==> src/rtl/cmp_chk_delay.sv <==
// LAT-stage shift pipeline carrying {vld, data}; LAT=0 is a pure passthrough.
module cmp_chk_delay #(
   parameter int LAT = 1,
   parameter int W   = 4
) (
   input  logic         clk,
   input  logic         rst,
   input  logic         clr_i,
   input  logic         vld_i,
   input  logic [W-1:0] data_i,
   output logic         vld_o,
   output logic [W-1:0] data_o,
   output logic         pend_o
);

   generate
      if (LAT == 0) begin : g_pass
         logic unused_s;
         assign unused_s = clk ^ rst ^ clr_i;
         assign vld_o    = vld_i;
         assign data_o   = data_i;
         assign pend_o   = 1'b0;
      end else begin : g_pipe
         logic [LAT-1:0] vld_q;
         logic [W-1:0]   data_q [LAT];
         logic [LAT:0]   chain_s;

         // chain_s[0] is the entry arriving now; pend_o flags anything still in flight after this edge
         assign chain_s = {vld_q, vld_i};

         always_ff @(posedge clk) begin
            if (rst || clr_i) begin
               vld_q <= {LAT{1'b0}};
               for (int i = 0; i < LAT; i++) begin
                  data_q[i] <= {W{1'b0}};
               end
            end else begin
               vld_q     <= chain_s[LAT-1:0];
               data_q[0] <= data_i;
               for (int i = 1; i < LAT; i++) begin
                  data_q[i] <= data_q[i-1];
               end
            end
         end

         assign vld_o  = vld_q[LAT-1];
         assign data_o = data_q[LAT-1];
         assign pend_o = |chain_s[LAT-1:0];
      end
   endgenerate

endmodule

==> config.mk <==
export PLATFORM = sky130hd
export DESIGN_NAME = cmp_chk_delay
export DESIGN_NICKNAME = d
export VERILOG_FILES = /design/src/rtl/cmp_chk_delay.sv
export SDC_FILE = /design/constraint.sdc
export NUM_CORES = 1
export LEC_CHECK = 0
export CELL_PAD_IN_SITES_DETAIL_PLACEMENT = 0
export CELL_PAD_IN_SITES_GLOBAL_PLACEMENT = 2
export CORE_MARGIN = 2
export CORE_UTILIZATION = 11
export DETAILED_ROUTE_END_ITERATION = 10
export PLACE_DENSITY = 0.6
export SLEW_MARGIN = 25
export SYNTH_ARGS = -nofsm -noshare
export SYNTH_HDL_FRONTEND = slang
export SYNTH_SLANG_ARGS = --single-unit
==> constraint.sdc <==
create_clock -name clk -period 0.8 [get_ports clk]
set_clock_uncertainty 0.1 [all_clocks]
set_input_delay 0.12 -clock clk [delete_from_list [all_inputs] [get_ports clk]]
set_output_delay 0.12 -clock clk [all_outputs]
set_load 0.01 [all_outputs]
==> impl_metrics.ini <==
[timing]
fin_crit_sh_pct = 110
slew_violations = 0
rsz0062_at_grt = yes
fmaxAchievable_mhz = 1130
holdWs_ns = 0.112
finalSetupViolCount = 5
worst_slack_ns = -0.0827
fin_crit_ns = 0.883
tightest_slew_ns = 0.252
finalHoldViolCount = 0
slew_headroom_pct = 83.2

[place]
gp_congestion = 0.546
pre_cts_ws_ns = -0.559
portBuffers = 13
post-dp-hpwl_um = 291

[worst_setup_path]
worstPathRequired_ns = 0.58
path_cells = buf_2
startpoint_type = flop
arrival_ns = 0.66
crit_fanout = 1
cpPeakStageDelay_ns = 0.30
crit_buf_inv = 1
crit_slowest_cell = dfxtp_1
endpoint_kind = primary output
cp_top_family = flip-flops
crit_type = flop to primary output

[logic_synthesis]
yosysSeqAreaShare_pct = 69.0
synth_area_leaders = dfxtp_1 (69%), nor3b_1 (26%), buf_4 (5.2%)
syn_area_um2 = 145
synth-edff-count = 0
ys_top_cells_by_count = dfxtp_1 (5), nor3b_1 (5), buf_4 (1)
synth-main-ff-cell = dfxtp_1
syn_area_per_cell_um2 = 13.2
postSynthCellCount = 11
synth.distinct_cells = 3
yosys.area.top_type_share_pct = 69.0
synth_nets = 19
synth_warnings = 0
synth_seq_cells = 5
async_flop_share_pct = 0
yosys.area.top_type = dfxtp_1

[cts]
clk_pin_slew_ns = 0.04
htreeDepth = 1
cts_tree = done
cts.sinks = 5
post-cts-setup-buffers = 0
cts-buffers-inserted = 3
cts-root-buf = clkbuf_4
clock_path_buffers = 2

[die]
io_pins = 14
die_h_um = 40.3
fp-row-count = 13
die_w_um = 40.3
initial_core_util_pct = 11.4
die-area_um2 = 1630
fp.coreArea_um2 = 1270

[min_path]
hold_class = primary input to flop

[power]
power.leakage_nw = 0.146
vdd_drop_max_uv = 540
power_density_nw_per_um2 = 2010

[routing]
drt_pre_antenna_iters = 1
vias_per_cell = 3.31
vias = 139
drtIter0Drc = 0
drcViolationCount = 0
wirelength_um = 412
wl_per_cell_um = 9.81
ant_nets = 0

[global_route]
antenna_found_initial = 0
grt_pass1_vias = 143
grt.total_usage_pct = 6.60
grt_pass1_wl_um = 545
grt_max_degree = 6
gr-total-overflow = 0

[layout]
fin_nets = 36
antenna_cells = 0
area_growth_pct = 113
post-route-util_pct = 24.4
drive_gt1_share_pct = 48.1

[outcome]
violations = setup timing
run_status = finished with violations

[flow_run]
cap_violations = 0
[sequential cells by signal, summed over array words and instances, names as in the netlist]
register	flops
g_pipe.data_q	4
vld_o	1
[per-layer routing]
metal | up-vias | GRT usage (%) | share of wire, % | routed length [µm]
met5 | - | 0 | 0 | 0
met4 | 0 | 10.0 | 0 | 0
met3 | 0 | 7.78 | 18 | 76
met2 | 9 | 7.94 | 51 | 212
met1 | 62 | 3.96 | 30 | 123
li1 | 68 | - | - | -
[path summary, 6_finish.rpt]
check                 slack, ns                             end                            from  cells past startpoint
worst max-delay path      -0.08                       data_o[1]  g_pipe.data_q[0][1]$_SDFF_PP0_                      1
worst min-delay path       0.11  g_pipe.data_q[0][3]$_SDFF_PP0_                             rst                      2
[placed cells by master (no fill, tap or decap), drive strengths merged]
| cell type | netlist | routed |
|---|---|---|
| buf | 1 | 6 |
| dfxtp | 5 | 5 |
| nor3b | 5 | 5 |
| clkdlybuf4s50 | 0 | 4 |
| clkbuf | 0 | 4 |
| dlymetal6s2s | 0 | 2 |
| dlygate4sd2 | 0 | 1 |
[per-stage QoR]
| step | power [mW] | instances | TNS, ns | area, µm² |
|---|---|---|---|---|
| after CTS | 0.635 | 42 | -0.471 | 282 |
| final | 0.622 | 42 | -0.382 | 309 |
| after global placement | 0.347 | 38 | -2.79 | 287 |
| after floorplan | 0.286 | 11 | 0 | 145 |
| after detailed placement | 0.347 | 38 | -2.72 | 287 |
| after global routing | 0.667 | 42 | -0.552 | 309 |
[layout make-up]
type	instances	area [µm²]
tap	15	18.8
clock buffer	4	26.3
sequential	5	101
timing repair buffer	13	110
fill	151	960
multi-input combinational	5	52.6
[power breakdown]
part           leakage [nW]  internal [mW]  switching, mW  total (mW)
Clock                0.0150          0.188         0.0991       0.287
Combinational        0.0897         0.0461         0.0257      0.0718
Sequential           0.0415          0.261        0.00263       0.263
[logic make-up (layout without fill, tap and decap cells)]
family,Yosys count,count (layout),share of synthesized area (%)
buf+inv,1,17,5.17
flops,5,5,69.0
simple gates,5,5,25.9
[what timing repair did]
action / in CTS / in global routing
hold buffers: 0 / 0
resized for setup: 25 / 7
pin swaps: 0 / 0
setup endpoints to repair: 6 / 8
Note: power is estimated with default switching activity, not from simulation.
